### src/rtl/adder_lcd_writer_pkg.sv
`default_nettype none
// ============================================================================
// Module      : adder_lcd_writer_pkg
// Description : Shared constants, default delay values, FSM state encoding
//               and the hex-to-ASCII helper for the adder result LCD writer.
// Ports       : none (package)
// Revision    : 1.0 - initial release
// ============================================================================
package adder_lcd_writer_pkg;

  // LCD command bytes
  localparam logic [7:0] FUNC_SET   = 8'h28;
  localparam logic [7:0] ENTRY_MODE = 8'h06;
  localparam logic [7:0] DISP_ON    = 8'h0C;
  localparam logic [7:0] CLEAR      = 8'h01;
  localparam logic [7:0] LINE1_ADDR = 8'h80;

  // ASCII characters used on line 1
  localparam logic [7:0] CH_S     = 8'h53;
  localparam logic [7:0] CH_EQ    = 8'h3D;
  localparam logic [7:0] CH_SPACE = 8'h20;
  localparam logic [7:0] CH_V     = 8'h56;
  localparam logic [7:0] CH_DASH  = 8'h2D;

  // Default delays in 50 MHz clock cycles
  localparam int T_POWERON_DEF    = 750000;
  localparam int T_INIT_LONG_DEF  = 205000;
  localparam int T_INIT_SHORT_DEF = 5000;
  localparam int T_CMD_DEF        = 2000;
  localparam int T_CLEAR_DEF      = 82000;
  localparam int T_GAP_DEF        = 50;

  typedef enum logic [2:0] {
    POWERON_WAIT = 3'd0,
    INIT_NIB     = 3'd1,
    CFG          = 3'd2,
    REFRESH      = 3'd3,
    IDLE         = 3'd4
  } state_t;

  function automatic logic [7:0] hex_char(input logic [3:0] n);
    return (n <= 4'd9) ? (8'h30 + {4'h0, n}) : (8'h37 + {4'h0, n});
  endfunction

endpackage : adder_lcd_writer_pkg
`default_nettype wire

### src/rtl/adder_lcd_writer_strobe.sv
`default_nettype none
// ============================================================================
// Module      : lcd_nibble_strobe
// Description : Drives one 16-cycle LCD nibble write. Data and RS are latched
//               at c0 and held through c15; enable is high for c2..c13.
// Ports       : clk, reset   - clock, synchronous active-high reset
//               start        - request a strobe (ignored while active)
//               nibble, rs   - data nibble and register select to write
//               lcd_e/lcd_d/lcd_rs - registered LCD bus outputs
//               done         - high during c15, the last strobe cycle
// Revision    : 1.0 - initial release
// ============================================================================
module lcd_nibble_strobe (
  input  logic       clk,
  input  logic       reset,
  input  logic       start,
  input  logic [3:0] nibble,
  input  logic       rs,
  output logic       lcd_e,
  output logic [3:0] lcd_d,
  output logic       lcd_rs,
  output logic       done
);

  logic       active;
  logic [3:0] cnt;    // equals k during cycle ck of the strobe

  always_ff @(posedge clk) begin
    if (reset) begin
      active <= 1'b0;
      cnt    <= 4'd0;
      lcd_e  <= 1'b0;
      lcd_d  <= 4'd0;
      lcd_rs <= 1'b0;
    end else if (start && !active) begin
      active <= 1'b1;
      cnt    <= 4'd0;
      lcd_d  <= nibble;
      lcd_rs <= rs;
    end else if (active) begin
      cnt <= cnt + 4'd1;
      if (cnt == 4'd1)  lcd_e  <= 1'b1;
      if (cnt == 4'd13) lcd_e  <= 1'b0;
      if (cnt == 4'd15) active <= 1'b0;
    end
  end

  assign done = active && (cnt == 4'd15);

endmodule : lcd_nibble_strobe
`default_nettype wire

### src/rtl/adder_lcd_writer.sv
`default_nettype none
// ============================================================================
// Module      : adder_lcd_writer
// Description : Runs the 16x2 LCD 4-bit power-on initialisation, then writes
//               "S=hh V" (or "S=hh -") on line 1 for each captured adder
//               result. Updates arriving while busy are coalesced into one
//               pending refresh (last value wins).
// Ports       : clk, reset      - 50 MHz clock, synchronous active-high reset
//               sum, overflow   - adder result and overflow flag
//               update          - one-cycle capture/refresh request
//               lcd_e, lcd_rs, lcd_rw, lcd_d - LCD write-only bus
//               busy            - high until idle with nothing pending
// Revision    : 1.0 - initial release
// ============================================================================
module adder_lcd_writer
  import adder_lcd_writer_pkg::*;
#(
  parameter int T_POWERON    = T_POWERON_DEF,
  parameter int T_INIT_LONG  = T_INIT_LONG_DEF,
  parameter int T_INIT_SHORT = T_INIT_SHORT_DEF,
  parameter int T_CMD        = T_CMD_DEF,
  parameter int T_CLEAR      = T_CLEAR_DEF,
  parameter int T_GAP        = T_GAP_DEF
) (
  input  logic       clk,
  input  logic       reset,
  input  logic [6:0] sum,
  input  logic       overflow,
  input  logic       update,
  output logic       lcd_e,
  output logic       lcd_rs,
  output logic       lcd_rw,
  output logic [3:0] lcd_d,
  output logic       busy
);

  localparam int T_MAX = (T_POWERON > T_INIT_LONG) ? T_POWERON : T_INIT_LONG;
  localparam int DW    = $clog2(T_MAX + 1);

  // Counters are loaded with T-1 so that the next start is issued in the
  // last idle cycle and the strobe's c0 lands exactly T cycles later.
  localparam logic [DW-1:0] D_POWERON    = DW'(T_POWERON - 1);
  localparam logic [DW-1:0] D_INIT_LONG  = DW'(T_INIT_LONG - 1);
  localparam logic [DW-1:0] D_INIT_SHORT = DW'(T_INIT_SHORT - 1);
  localparam logic [DW-1:0] D_CMD        = DW'(T_CMD - 1);
  localparam logic [DW-1:0] D_CLEAR      = DW'(T_CLEAR - 1);
  localparam logic [DW-1:0] D_GAP        = DW'(T_GAP - 1);
  localparam logic [2:0]    IDX_DONE     = 3'd7;

  state_t        state;
  logic          waiting;     // 1: counting delay, 0: strobe in flight
  logic [2:0]    idx;         // item index within the current state
  logic          lo;          // lower nibble of a byte is next/in flight
  logic [DW-1:0] delay;
  logic [6:0]    disp_sum, pend_sum;
  logic          disp_ovf, pend_ovf, pending;

  logic [7:0]    item_byte;
  logic          item_rs, item_single;
  logic [DW-1:0] item_wait;
  logic [2:0]    last_idx;
  logic [3:0]    nibble;
  logic          start, strobe_done;

  // Describes the item at idx; POWERON_WAIT presents the first init nibble.
  always_comb begin
    item_byte   = 8'h00;
    item_rs     = 1'b0;
    item_single = 1'b0;
    item_wait   = D_CMD;
    last_idx    = 3'd0;
    unique case (state)
      POWERON_WAIT, INIT_NIB: begin
        item_single = 1'b1;
        item_byte   = (idx == 3'd3) ? 8'h02 : 8'h03;
        item_wait   = (idx == 3'd0) ? D_INIT_LONG :
                      (idx == 3'd1) ? D_INIT_SHORT : D_CMD;
        last_idx    = 3'd3;
      end
      CFG: begin
        last_idx = 3'd3;
        unique case (idx)
          3'd0:    item_byte = FUNC_SET;
          3'd1:    item_byte = ENTRY_MODE;
          3'd2:    item_byte = DISP_ON;
          default: begin
            item_byte = CLEAR;
            item_wait = D_CLEAR;
          end
        endcase
      end
      REFRESH: begin
        last_idx = 3'd6;
        item_rs  = (idx != 3'd0);
        unique case (idx)
          3'd0:    item_byte = LINE1_ADDR;
          3'd1:    item_byte = CH_S;
          3'd2:    item_byte = CH_EQ;
          3'd3:    item_byte = hex_char({1'b0, disp_sum[6:4]});
          3'd4:    item_byte = hex_char(disp_sum[3:0]);
          3'd5:    item_byte = CH_SPACE;
          default: item_byte = disp_ovf ? CH_V : CH_DASH;
        endcase
      end
      default: ;
    endcase
    nibble = (item_single || lo) ? item_byte[3:0] : item_byte[7:4];
    start  = (state != IDLE) && waiting && (delay == '0) && (idx <= last_idx);
  end

  always_ff @(posedge clk) begin
    if (reset) begin
      state    <= POWERON_WAIT;
      waiting  <= 1'b1;
      idx      <= 3'd0;
      lo       <= 1'b0;
      delay    <= D_POWERON;
      disp_sum <= 7'd0;
      disp_ovf <= 1'b0;
      pend_sum <= 7'd0;
      pend_ovf <= 1'b0;
      pending  <= 1'b0;
      busy     <= 1'b1;
    end else begin
      if (update && state != IDLE) begin
        pend_sum <= sum;
        pend_ovf <= overflow;
        pending  <= 1'b1;
      end
      if (state == IDLE) begin
        if (update || pending) begin
          disp_sum <= update ? sum : pend_sum;
          disp_ovf <= update ? overflow : pend_ovf;
          pending  <= 1'b0;
          state    <= REFRESH;
          idx      <= 3'd0;
          lo       <= 1'b0;
          waiting  <= 1'b1;
          delay    <= '0;
          busy     <= 1'b1;
        end
      end else if (waiting) begin
        if (delay != '0) begin
          delay <= delay - DW'(1);
        end else if (start) begin
          waiting <= 1'b0;
          if (state == POWERON_WAIT) state <= INIT_NIB;
        end else if (pending) begin
          // Refresh finished with a newer value waiting: go again.
          // A same-cycle update stays pending behind it.
          disp_sum <= pend_sum;
          disp_ovf <= pend_ovf;
          pending  <= update;
          idx      <= 3'd0;
        end else begin
          state <= IDLE;
          busy  <= update;
        end
      end else if (strobe_done) begin
        waiting <= 1'b1;
        if (!item_single && !lo) begin
          lo    <= 1'b1;
          delay <= D_GAP;
        end else begin
          lo    <= 1'b0;
          delay <= item_wait;
          if (idx != last_idx) begin
            idx <= idx + 3'd1;
          end else if (state == INIT_NIB) begin
            state <= CFG;
            idx   <= 3'd0;
          end else if (state == CFG) begin
            state    <= REFRESH;
            idx      <= 3'd0;
            disp_sum <= pending ? pend_sum : sum;
            disp_ovf <= pending ? pend_ovf : overflow;
            if (pending) pending <= update;
          end else begin
            idx <= IDX_DONE;
          end
        end
      end
    end
  end

  lcd_nibble_strobe u_strobe (
    .clk    (clk),
    .reset  (reset),
    .start  (start),
    .nibble (nibble),
    .rs     (item_rs),
    .lcd_e  (lcd_e),
    .lcd_d  (lcd_d),
    .lcd_rs (lcd_rs),
    .done   (strobe_done)
  );

  assign lcd_rw = 1'b0;

endmodule : adder_lcd_writer
`default_nettype wire
### config.mk
export PLATFORM = sky130hd
export DESIGN_NAME = adder_lcd_writer
export DESIGN_NICKNAME = d
export VERILOG_FILES = /design/src/rtl/adder_lcd_writer_pkg.sv /design/src/rtl/adder_lcd_writer_strobe.sv /design/src/rtl/adder_lcd_writer.sv
export SDC_FILE = /design/constraint.sdc
export NUM_CORES = 1
export LEC_CHECK = 0
export ABC_AREA = 1
export BUFFER_PORTS_ARGS = -buffer_cell sky130_fd_sc_hd__buf_2
export CORE_UTILIZATION = 57
export CTS_BUF_LIST = sky130_fd_sc_hd__clkbuf_4
export DETAILED_ROUTE_END_ITERATION = 6
export PLACE_DENSITY = 0.75
export RECOVER_POWER = 25
export SYNTH_ARGS = -nofsm -noshare
export SYNTH_HDL_FRONTEND = slang
export SYNTH_SLANG_ARGS = --single-unit
export TNS_END_PERCENT = 30
### constraint.sdc
create_clock -name clk -period 2.4 [get_ports clk]
set_input_delay 0.24 -clock clk [delete_from_list [all_inputs] [get_ports clk]]
set_output_delay 0.24 -clock clk [all_outputs]
set_load 0.05 [all_outputs]
### After elaboration in Yosys (flattened, before gate mapping)

Index checks and enable logic that the tools add are counted.

| word-level totals | value |
|---|---|
| register bits after elaboration | 57 |
| bits of input ports | 11 |
| output and inout bits | 8 |
| word-level logic and storage cells | 192 |

| operators by class | value |
|---|---|
| add/sub/neg operators | 7 |
| order comparisons | 3 |
| equal/unequal tests | 28 |
| multiplexer cells | 103 |
| bitwise gates (word level) | 1 |
| reductions and logical operators | 34 |

Operators with widths:

| kind | count |
|---|---|
| two-way mux 20 bit | 6 |
| two-way mux 7 bit | 16 |
| two-way mux 3 bit | 23 |
| two-way mux 1 bit | 49 |
| case mux 8 bit (6 select lines) | 1 |
| case mux 18 bit (2 select lines) | 1 |
| case mux 8 bit (3 select lines) | 1 |
| logical NOT 20 bit | 1 |
| nonzero test 20 bit | 1 |
| subtractor 20 x 1 -> 20 bit (second input constant) | 1 |
| two-way mux 18 bit | 1 |
| inequality test 3 bit (second input constant) | 6 |
| case mux 6 bit (3 select lines) | 1 |
| two-way mux 17 bit | 1 |
| adder 6 x 3 -> 7 bit (first input constant) | 2 |
| adder 6 x 4 -> 7 bit (first input constant) | 2 |
| two-way mux 13 bit | 1 |
| == test 3 x 2 -> 1 bit (second input constant) | 4 |
| == test 3 bit (second input constant) | 3 |
| AND reduction 3 bit | 3 |
| AND reduction 9 bit | 1 |
| nonzero test 3 bit | 3 |
| == test 4 bit (second input constant) | 2 |
| AND reduction 8 bit | 1 |
| 26 further kinds | 45 |

### Depth between registers and ports, before layout

Gate-level depths: netlist of the first run.

| logic depth | value |
|---|---|
| depth in word-level cells | 11 |
| mapped depth | 14 |
| mapped depth without buffers | 14 |

### Hierarchy

A second synthesis of the first run with hierarchy kept.

| second synthesis, totals | value |
|---|---|
| cells, all modules | 606 |
| area, all modules | 3913.8 sq um |

Modules (own cells, without submodules):

| module | times used | cells an instance | area an instance (sq um) | seq. area each (sq um) |
|---|---|---|---|---|
| adder_lcd_writer | 1 | 545 | 3424.5 | 920.9 |
| lcd_nibble_strobe | 1 | 61 | 489.2 | 220.2 |

### Worst setup path after synthesis of the first run

Ideal clock, no wire load.

| path | value |
|---|---|
| path kind | register to register |
| start point | register state[2] |
| end point | register disp_ovf |
| library setup time | 0.113 ns |
| data arrival time | 1.948 ns |
| data required time | 2.287 ns |
| slack | 0.339 ns |
| stages on the path, launching flop included | 13 |
| path buffers | 1 |
| clock period less this slack | 2.061 ns |
| cells stage by stage | dfxtp_1 inv_2 nand3_1 nand2_1 ha_1 nand3_1 inv_1 nand2_1 o21ai_1 nand4_4 buf_6 nor2_1 nor2_1 |

| between the ends | value |
|---|---|
| word-level cells in the longest chain between the ends | 7 |
| elaborated cells on any way between the ends | 28 |
| those cells by class | order compare (1); eq/ne (13); mux (3); reduce/logical (11) |

Ends and longest elaborated chain:

| item | RTL line | source |
|---|---|---|
| from (decl) | adder_lcd_writer.sv:50 | `state_t state;` |
| from (signal assigned) | adder_lcd_writer.sv:113 | `state <= POWERON_WAIT;` |
| from (signal assigned) | adder_lcd_writer.sv:135 | `state <= REFRESH;` |
| from (signal assigned) | adder_lcd_writer.sv:147 | `if (state == POWERON_WAIT) state <= INIT_NIB;` |
| == test 3 x 1 -> 1 bit, or another cell as far along | adder_lcd_writer.sv:72, adder_lcd_writer.sv:169 |  |
| OR reduction 3 bit (no source line) or OR reduction 2 bit (tied branches) | -- |  |
| case mux 3 bit (2 select lines) or two-way mux 1 bit (tied branches) | adder_lcd_writer.sv:72 | `unique case (state)` |
| <= comparator 3 bit or logical NOT 1 bit (tied branches) | adder_lcd_writer.sv:108, adder_lcd_writer.sv:161 |  |
| logical AND 1 bit (on tied branches) | adder_lcd_writer.sv:108, adder_lcd_writer.sv:161 |  |
| inequality test 3 bit (no source line) | -- |  |
| AND reduction 9 bit (no source line) | -- |  |
| to (signal assigned) | adder_lcd_writer.sv:133 | `disp_ovf <= update ? overflow : pend_ovf;` |
| to (signal assigned) | adder_lcd_writer.sv:152 | `disp_ovf <= pend_ovf;` |
| to (signal assigned) | adder_lcd_writer.sv:176 | `disp_ovf <= pending ? pend_ovf : overflow;` |
| to (decl) | adder_lcd_writer.sv:56 | `logic disp_ovf, pend_ovf, pending;` |

Parallel ways exist; a longest one is shown, timed or not.
A chain may end at the register's enable or synchronous reset.

### Worst setup path after layout of the first run

| path | value |
|---|---|
| start point | register state[1] |
| end point | register delay[2] |

| between the ends | value |
|---|---|
| word-level cells in the longest chain between the ends | 9 |
| elaborated cells on any way between the ends | 17 |
| those cells by class | eq/ne (5); mux (6); reduce/logical (6) |

Ends and longest elaborated chain:

| item | RTL line | source |
|---|---|---|
| == test 3 x 1 -> 1 bit or logical NOT 3 bit (tied branches) | adder_lcd_writer.sv:72 |  |
| OR reduction 2 bit | adder_lcd_writer.sv:72 |  |
| two-way mux 1 bit | adder_lcd_writer.sv:72 |  |
| logical NOT 1 bit | adder_lcd_writer.sv:161 | `if (!item_single && !lo) begin` |
| logical AND 1 bit | adder_lcd_writer.sv:161 |  |
| two-way mux 20 bit | adder_lcd_writer.sv:161 |  |
| two-way mux 20 bit | adder_lcd_writer.sv:159 | `end else if (strobe_done) begin` |
| two-way mux 20 bit | adder_lcd_writer.sv:142 | `end else if (waiting) begin` |
| two-way mux 20 bit | adder_lcd_writer.sv:130 | `if (state == IDLE) begin` |
| to (signal assigned) | adder_lcd_writer.sv:144 | `delay <= delay - DW'(1);` |
| to (signal assigned) | adder_lcd_writer.sv:166 | `delay <= item_wait;` |
| to (decl) | adder_lcd_writer.sv:54 | `logic [DW-1:0] delay;` |

Parallel ways exist; a longest one is shown, timed or not. The select of a mux whose other input is x is not followed.

==> flow_summary.ini, run 1 <==
[cells_and_area]
n_antenna_cell = 0
drive_above_1_share = 0.1111
nets = 650
fin_area_um2 = 4124
syn_to_final_growth_pct = 5.879

[yosys]
ys_warn_count = 0
yosysMostFrequentCell = nand2_1
synth_cells = 608
synthTopCellsByCount = 139 x nand2_1, 85 x nor2_1, 69 x inv_1, 57 x dfxtp_1, 57 x o21ai_0
yosys.area.top_type = dfxtp_1
synthTopCellsByArea = dfxtp_1 29%, nand2_1 13%, nor2_1 8.2%
avgSynthCellArea_um2 = 6.406
seq_area_frac_synth = 0.2930
async_flop_share = 0
synth_ff_type = dfxtp_1
synth_edf_count = 0
synth_nets = 633
ys_seq_elements = 57
ys_types = 40
netlist.area_leader.share = 0.2930
syn_area_um2 = 3895

[setup_path]
cp-start-kind = register
cp.arrival_ns = 2.59
startpoint = state[1]$_SDFFE_PP0P_
worstSetupPathType = register to register
end_kind = register
path_max_fanout = 18
r2r_cells = 10
rr_startpoint = state[1]$_SDFFE_PP0P_
worstPathRequired_ns = 2.76

[grt]
met3_usage = 0.06883
grt_use_total = 0.2951
grt_pass1_vias = 3565
grt_use_met1 = 0.4133
met2_usage = 0.4479
grt_antenna_before_repair = 0
overflow = 0
grt_pass1_wl_mm = 16.80
top_usage_layer = met2
grt_max_degree = 24

[power_and_ir_drop]
power_density_nw_per_um2 = 949.6
p_clk_frac = 0.149
netSwitchingFraction = 0.4975
irDropWorstVdd_v = 0.0006003
p_switching_mw = 1.948
p_int_mw = 1.968
power.leakage_nw = 1.912
pwr-share-seq = 0.325
power_frac_comb = 0.525

[floorplan]
start_util = 0.6031
io_pins = 19
rows = 29
die_h_um = 84.67
die-area_um2 = 7168
core_um2 = 6459
fp.dieW_um = 84.67

[sta]
tns_ns = 0
tightest_slew_ns = 0.8774
setup_violations = 0
fin_crit_sh = 0.9277
hold_viol_final = 0
period_needed_ns = 2.227
fmax_mhz = 449.1
relSlewSlack = 0.4129
rsz0062_at_grt = false
finClkSkew_ns = 0.01967
slew_violations = 0

[clock_tree]
cts_max_level = 3
cts_root_buf = clkbuf_4
numClockSinks = 57
cts-hold-fix-buffers = 0
cts.path.max_buffers = 2
cts.reportedPaths.clkPinSlew_ns = 0.11
cts_buffers = 9
insertion_delay_ns = 0.41
cts_tree = built

[routing]
drt_iter0_drc = 322
wl_mm = 10.17
drt_pass1_iterations = 7
via_count = 3955
via_per_inst = 5.594
wl_per_cell_um = 14.39
ant_nets = 0
drc = 0

[worst_hold_path]
hold_path_class = input pin to register
min_path_cells = 3
min_from = sum[6]

[status]
status = completed

[run]
cap_violations = 0

[placed_design]
detailed_place_hpwl_mm = 7.532
portBuffers = 17
gp_congestion = 0.9283
dpl_cell_area_um2 = 4013
what timing repair did:
action / in CTS / in global routing
gates resized for setup: 0 / 6
buffers inserted: 0 / 0
endpoints found under the setup margin: 0 / 12
worst paths after layout:
kind                              end  slack [ns]
max             delay[2]$_SDFFE_PP1P_        0.17
min          pend_sum[6]$_SDFFE_PP0P_        0.09
max reg2reg     delay[2]$_SDFFE_PP1P_        0.17
min reg2reg    delay[17]$_SDFFE_PP1P_        0.50
flip-flops by register name, indices dropped and copies added (netlist names), 3 cells and up:
| signal | count |
|---|---|
| delay | 20 |
| disp_sum | 7 |
| pend_sum | 7 |
| u_strobe.cnt | 4 |
| u_strobe.lcd_d | 4 |
| idx | 3 |
| state | 3 |
cell type report:
type	instances	area [um2]
clock buffer	9	67.56
clock inverter	7	37.54
fill	624	2335
inverter	77	291.5
multi-input combinational	455	2352
sequential	57	1142
tap	77	96.34
timing repair buffer	25	136.4
per-layer routing:
layer | wire length [um] | vias up
met1 | 4780 | 1734
met3 | 842 | 19
li1 | - | 2021
met5 | 0 | -
met2 | 4359 | 181
met4 | 190 | 0
layout by cell type (no fill, tap or decap), drive strengths merged, types with 2 or more instances in the layout:
master    instances
a211oi            7
a21oi            40
buf              18
clkbuf           16
clkinv            5
clkinvlp          2
dfxtp            57
ha               14
inv              77
nand2           144
nand3            41
nand4            10
nor2             95
nor3             13
o211ai           11
o21ai            63
o22ai             2
xor2              7
stage by stage:
step                      power, mW  cells  setup slack, ns  hold WS (ns)    util
after floorplan               2.872    608           0.3387        0.3773       -
after global placement        3.240    690           0.2169        0.4543  0.6213
after detailed placement      3.275    690           0.1086        0.4749  0.6213
after CTS                     3.854    706          0.08675       0.07629  0.6375
after global routing          4.224    707          0.06799       0.08009  0.6385
final                         3.916    707           0.1735       0.09337  0.6385
cells by family (layout without fill, tap and decap cells):
kind of cell / after synthesis / count (layout) / synth area share
and+or+nand+nor: 304 / 305 / 0.3534
AOI/OAI and AO/OA: 128 / 128 / 0.1854
buffers and inverters: 97 / 118 / 0.1067
DFF: 57 / 57 / 0.2930
other: 1 / 1 / 0.0009628
xor gates and xnor gates: 7 / 7 / 0.01574
adders and majority gates: 14 / 14 / 0.04497
power groups by stage:
stage	Clock, mW	Combinational [mW]	Sequential [mW]
3_3_place_gp	0	1.96	1.28
3_5_place_dp	0	1.98	1.29
2_1_floorplan	0	1.61	1.26
5_1_grt	0.632	2.30	1.30
4_1_cts	0.590	2.00	1.27
6_report	0.585	2.06	1.27
critical path, cell delays in order, from the launching register on:
cell and delay (ns):
dfxtp_1 0.34, inv_1 0.14, nand2_1 0.10, nor2_1 0.37
nor2_8 0.13, nand4_2 0.13, nand2_4 0.18, nor2_4 0.33
o21a_1 0.26, o21ai_0 0.13, nand2_1 0.07
Note: power is estimated with default switching activity, not from simulation.
==> inputs of run 2 (changes only) <==
--- a/config.mk
+++ b/config.mk
@@ -14,5 +14,6 @@
 export RECOVER_POWER = 25
 export SYNTH_ARGS = -nofsm -noshare
 export SYNTH_HDL_FRONTEND = slang
+export SYNTH_HIERARCHICAL = 1
 export SYNTH_SLANG_ARGS = --single-unit
 export TNS_END_PERCENT = 30
==> flow_summary.ini, run 2 <==
[yosys]
synth_cells = 606
synth-simple-area-share = 0.3619
synth_top_family_by_area = simple AND/OR/NAND/NOR gates
synth_edf_count = 0
yosys.area.top_type = dfxtp_1
synth_ff_type = dfxtp_1
async_flop_share = 0
synthTopCellsByCount = 138 x nand2_1, 86 x nor2_1, 62 x inv_1, 57 x dfxtp_1
synthAdderAreaFrac = 0.04476
synthTopCellsByArea = dfxtp_1 29%, nand2_1 13%, nor2_1 8.2%
synth_compound_area_frac = 0.1864
ys_types = 43
synthXorXnorAreaFrac = 0.01790
syn_area_um2 = 3914
netlist.area_leader.share = 0.2916
ys_warn_count = 6
ys_seq_elements = 57
synth_mux_area_frac = 0
seq_area_frac_synth = 0.2916
synth_nets = 631
avgSynthCellArea_um2 = 6.458
yosysMostFrequentCell = nand2_1

[sta]
fmax_mhz = 442.6
hold_viol_final = 0
rsz0062_at_grt = false
tightest_slew_ns = 0.7416
slew_violations = 0
tns_ns = 0
relSlewSlack = 0.5050
setup_ws_ns = 0.1408
period_needed_ns = 2.259
setup_violations = 0
finClkSkew_ns = 0.01457
fin_crit_sh = 0.9413

[grt]
grt_use_total = 0.3030
grt_pass1_wl_mm = 17.31
overflow = 0
grt_max_degree = 24
grt_antenna_before_repair = 0
grt_pass1_vias = 3766

[clock_tree]
cts-hold-fix-buffers = 0
cts_root_buf = clkbuf_4
numClockSinks = 57
cts_tree = built
cts_max_level = 3
insertion_delay_ns = 0.42
cts.path.max_buffers = 2
cts_buffers = 9
cts.reportedPaths.clkPinSlew_ns = 0.10

[placed_design]
dpl_worst_slack_ns = -0.02625
portBuffers = 17
detailed_place_hpwl_mm = 7.349
gp_congestion = 0.8913
dp.cells = 692

[cells_and_area]
largest_register_ffs = 20
final_core_util = 0.6598
regMostFlops = delay
reg.largest.list = delay x20, disp_sum x7, pend_sum x7
n_antenna_cell = 0
final_cell_mix = 137 x nand2_1, 85 x nor2_1, 63 x inv_1
syn_to_final_growth_pct = 9.495
final_common_cell = nand2_1
nets = 654
stdcell_count = 711
drive_above_1_share = 0.1309

[setup_path]
worstSetupPathType = register to register
cp.arrival_ns = 2.58
cp_common_cell = nand3_1
crit_chain = inv_2 -> nand3_1 -> nand2_1 -> ha_1 -> nand3_2 -> nor2_2 -> nand3_1 -> a21boi_4 -> buf_4 -> nand3_1 -> nand2_1 -> a21oi_1
cp-start-kind = register
critPathSlowestCell = dfxtp_2
crit_path_max_incr_delay_ns = 0.40
rrSetupSlack_ns = 0.14
path_max_fanout = 5
worstPathRequired_ns = 2.72
end_kind = register

[power_and_ir_drop]
power.leakage_nw = 1.890
irDropWorstVdd_v = 0.0003915
power_mw = 1.994
power_density_nw_per_um2 = 465.2

[routing]
drc = 1
wl_mm = 10.39
via_per_inst = 5.719
drt_iter0_drc = 318
wl_per_cell_um = 14.61
via_count = 4066
ant_nets = 0
drt_pass1_iterations = 7

[status]
status = finished, violations left
violations = DRC

[worst_hold_path]
hold_path_class = input pin to register

[floorplan]
fp.dieW_um = 84.86
start_util = 0.6026
rows = 29
die_h_um = 84.86
core_um2 = 6495
die-area_um2 = 7201
io_pins = 19

[run]
cap_violations = 0
-- run 2: where the power goes --
group	switching [mW]	leakage [nW]	internal (mW)
registers	0.0121	0.464	0.963
logic	0.0771	1.33	0.0409
clock network	0.382	0.0971	0.518
-- run 2: kinds of logic (layout without fill, tap and decap cells) --
| family | after synthesis | after routing |
|---|---|---|
| compound gates | 128 | 129 |
| xor+xnor | 8 | 8 |
| fa+ha+maj | 14 | 14 |
| buf+inv | 89 | 116 |
| flops | 57 | 57 |
| other cells | 1 | 1 |
| simple gates | 309 | 309 |
-- run 2: path summary, 6_finish.rpt --
path                                    start                          end  cells after the start
setup / recovery        state[2]$_SDFFE_PP0P_     disp_sum[6]$_SDFFE_PP0P_                     12
hold / removal                         sum[3]     pend_sum[3]$_SDFFE_PP0P_                      3
setup reg to reg        state[2]$_SDFFE_PP0P_     disp_sum[6]$_SDFFE_PP0P_                     12
hold reg to reg   u_strobe/lcd_e$_SDFFE_PP0P_  u_strobe/lcd_e$_SDFFE_PP0P_                      2
-- run 2: routing by layer --
layer	global-route usage	vias up	wire [um]
li1	-	2034	-
met1	0.3834	1863	4559
met2	0.5100	142	4978
met3	0.06031	27	632
met4	0.1186	0	215
met5	0	-	0
-- run 2: through the flow --
step	hold WS (ns)	cell area, um2
5_1_grt	0.1011	4285
4_1_cts	0.08411	4253
3_5_place_dp	0.4462	4063
2_1_floorplan	0.3857	3914
3_3_place_gp	0.4396	4063
6_report	0.08237	4285
-- run 2: layout make-up --
cell class / count / area [um2]
multi-input combinational: 461 / 2436
fill: 623 / 2210
sequential: 57 / 1144
inverter: 72 / 277.8
timing repair buffer: 28 / 155.1
clock inverter: 7 / 108.9
tap: 77 / 96.34
clock buffer: 9 / 67.56
-- run 2: critical path, delay by kind of cell (launching register included) --
kind	cells	cell delay, ns
simple gates	7	0.88
compound gates	2	0.33
fa+ha+maj	1	0.29
buf+inv	2	0.26
flops	1	0.40
-- run 2: timing repair --
action	4_1_cts	5_1_grt
gates cloned	1	0
endpoints found under the hold margin	0	0
setup buffers	0	2
pin swaps	1	2
gates resized for setup	1	8
endpoints found under the setup margin	6	14
==> inputs of run 3 (changes only) <==
--- a/config.mk
+++ b/config.mk
@@ -10,7 +10,7 @@
 export CORE_UTILIZATION = 57
 export CTS_BUF_LIST = sky130_fd_sc_hd__clkbuf_4
 export DETAILED_ROUTE_END_ITERATION = 6
-export PLACE_DENSITY = 0.75
+export PLACE_DENSITY_LB_ADDON = 0.12
 export RECOVER_POWER = 25
 export SYNTH_ARGS = -nofsm -noshare
 export SYNTH_HDL_FRONTEND = slang
==> flow_summary.ini, run 3 (synthesized netlist as in run 2, its figures left out) <==
[placed_design]
dpl_worst_slack_ns = 0.04888
detailed_place_hpwl_mm = 7.141
gp_congestion = 0.8805
dp.cells = 692
portBuffers = 17

[setup_path]
crit_chain = inv_2 -> nor3_2 -> inv_1 -> ha_1 -> nand3b_1 -> nand2_1 -> nand2_1 -> inv_1 -> nand2_1 -> o21ai_4 -> buf_4 -> nand3_1 -> nand2_1 -> a21oi_1
cp_common_cell = nand2_1
end_kind = register
worstPathRequired_ns = 2.72
crit_buf_inv = 4
crit_family = simple AND/OR/NAND/NOR gates
cp-start-kind = register
cp.arrival_ns = 2.51
crit_path_max_incr_delay_ns = 0.37
worstSetupPathType = register to register
path_max_fanout = 6
critPathSlowestCell = dfxtp_2

[floorplan]
die_h_um = 84.86
start_util = 0.6026
die-area_um2 = 7201
core_um2 = 6495
io_pins = 19
fp.dieW_um = 84.86
rows = 29

[status]
violations = DRC
status = finished, violations left

[cells_and_area]
final_core_util = 0.6513
n_antenna_cell = 0
final_common_cell = nand2_1
drive_above_1_share = 0.1323
syn_to_final_growth_pct = 8.088
final_cell_mix = 138 x nand2_1, 85 x nor2_1, 62 x inv_1
regMostFlops = delay
reg.largest.list = delay x20, disp_sum x7, pend_sum x7
nets = 655
stdcell_count = 712
largest_register_ffs = 20

[sta]
tightest_slew_ns = 0.7197
tns_ns = 0
rsz0062_at_grt = false
setup_violations = 0
slew_violations = 0
setup_ws_ns = 0.2037
period_needed_ns = 2.196
finClkSkew_ns = 0.01373
fin_crit_sh = 0.9151
hold_viol_final = 0
fmax_mhz = 455.3
relSlewSlack = 0.5197

[routing]
drc = 1
via_count = 3996
wl_mm = 9.912
ant_nets = 0
via_per_inst = 5.612
drt_pass1_iterations = 7
drt_iter0_drc = 283
wl_per_cell_um = 13.92

[grt]
top_usage_layer = met2
grt_antenna_before_repair = 0
met3_usage = 0.05058
grt_pass1_wl_mm = 16.51
overflow = 0
grt_use_total = 0.2903
met2_usage = 0.4841
grt_use_met1 = 0.3798
grt_pass1_vias = 3621
grt_max_degree = 24

[clock_tree]
cts.reportedPaths.clkPinSlew_ns = 0.11
cts_buffers = 9
cts_tree = built
cts.path.max_buffers = 2
cts-hold-fix-buffers = 0
insertion_delay_ns = 0.42
cts_root_buf = clkbuf_4
numClockSinks = 57
cts_max_level = 3

[worst_hold_path]
hold_path_class = input pin to register

[power_and_ir_drop]
power_density_nw_per_um2 = 423.5
p_clk_frac = 0.391
p_int_mw = 1.310
netSwitchingFraction = 0.2687
irDropWorstVdd_v = 0.0003305
p_switching_uw = 481.4
power.leakage_nw = 1.871
power_mw = 1.792
pwr-share-seq = 0.543
power_frac_comb = 0.066

[run]
cap_violations = 0
==> run 3: worst paths after layout <==
path                                from                           to  slack (ns)  cells past startpoint
min reg2reg  u_strobe/lcd_e$_SDFFE_PP0P_  u_strobe/lcd_e$_SDFFE_PP0P_        0.46                      2
max                state[1]$_SDFFE_PP0P_     disp_sum[6]$_SDFFE_PP0P_        0.20                     14
min                               sum[1]     pend_sum[1]$_SDFFE_PP0P_        0.09                      3
max reg2reg        state[1]$_SDFFE_PP0P_     disp_sum[6]$_SDFFE_PP0P_        0.20                     14
==> run 3: routing by layer <==
layer | wire length, um | part of all wire | vias to the layer above
met5 | 0 | 0 | -
met4 | 195 | 0.020 | 0
met3 | 615 | 0.062 | 20
met2 | 4646 | 0.47 | 134
met1 | 4454 | 0.45 | 1814
li1 | - | - | 2028
==> run 3: final cells by class <==
class	instances	area [um2]
fillers	634	2265
flip-flops and latches	57	1144
well taps	77	96.34
clock inverters	7	61.31
clock buffers	9	67.56
repair buffers	29	160.2
multi-input cells	461	2424
inverters	72	277.8
==> run 3: power groups by stage <==
stage	logic [mW]	clock network, mW	registers, mW
6_report	0.118	0.700	0.973
5_1_grt	0.136	0.751	0.976
4_1_cts	0.117	0.714	0.973
3_5_place_dp	0.117	0	0.995
3_3_place_gp	0.113	0	0.995
2_1_floorplan	0.0869	0	0.993
==> run 3: worst min-delay path, stage by stage <==
cell	delay [ns]
buf_2	0.07
inv_1	0.05
a21oi_1	0.11
==> run 3: repair_timing <==
item,CTS,global route
endpoints found under the setup margin,0,15
setup buffers,0,3
resized for setup,0,6
==> run 3: metrics by stage <==
step                cell area (um2)  hold WS, ns
detailed placement             4063       0.4438
finish                         4230      0.08970
global route                   4230       0.1043
global placement               4063       0.4405
CTS                            4192      0.06227
floorplan                      3914       0.3857
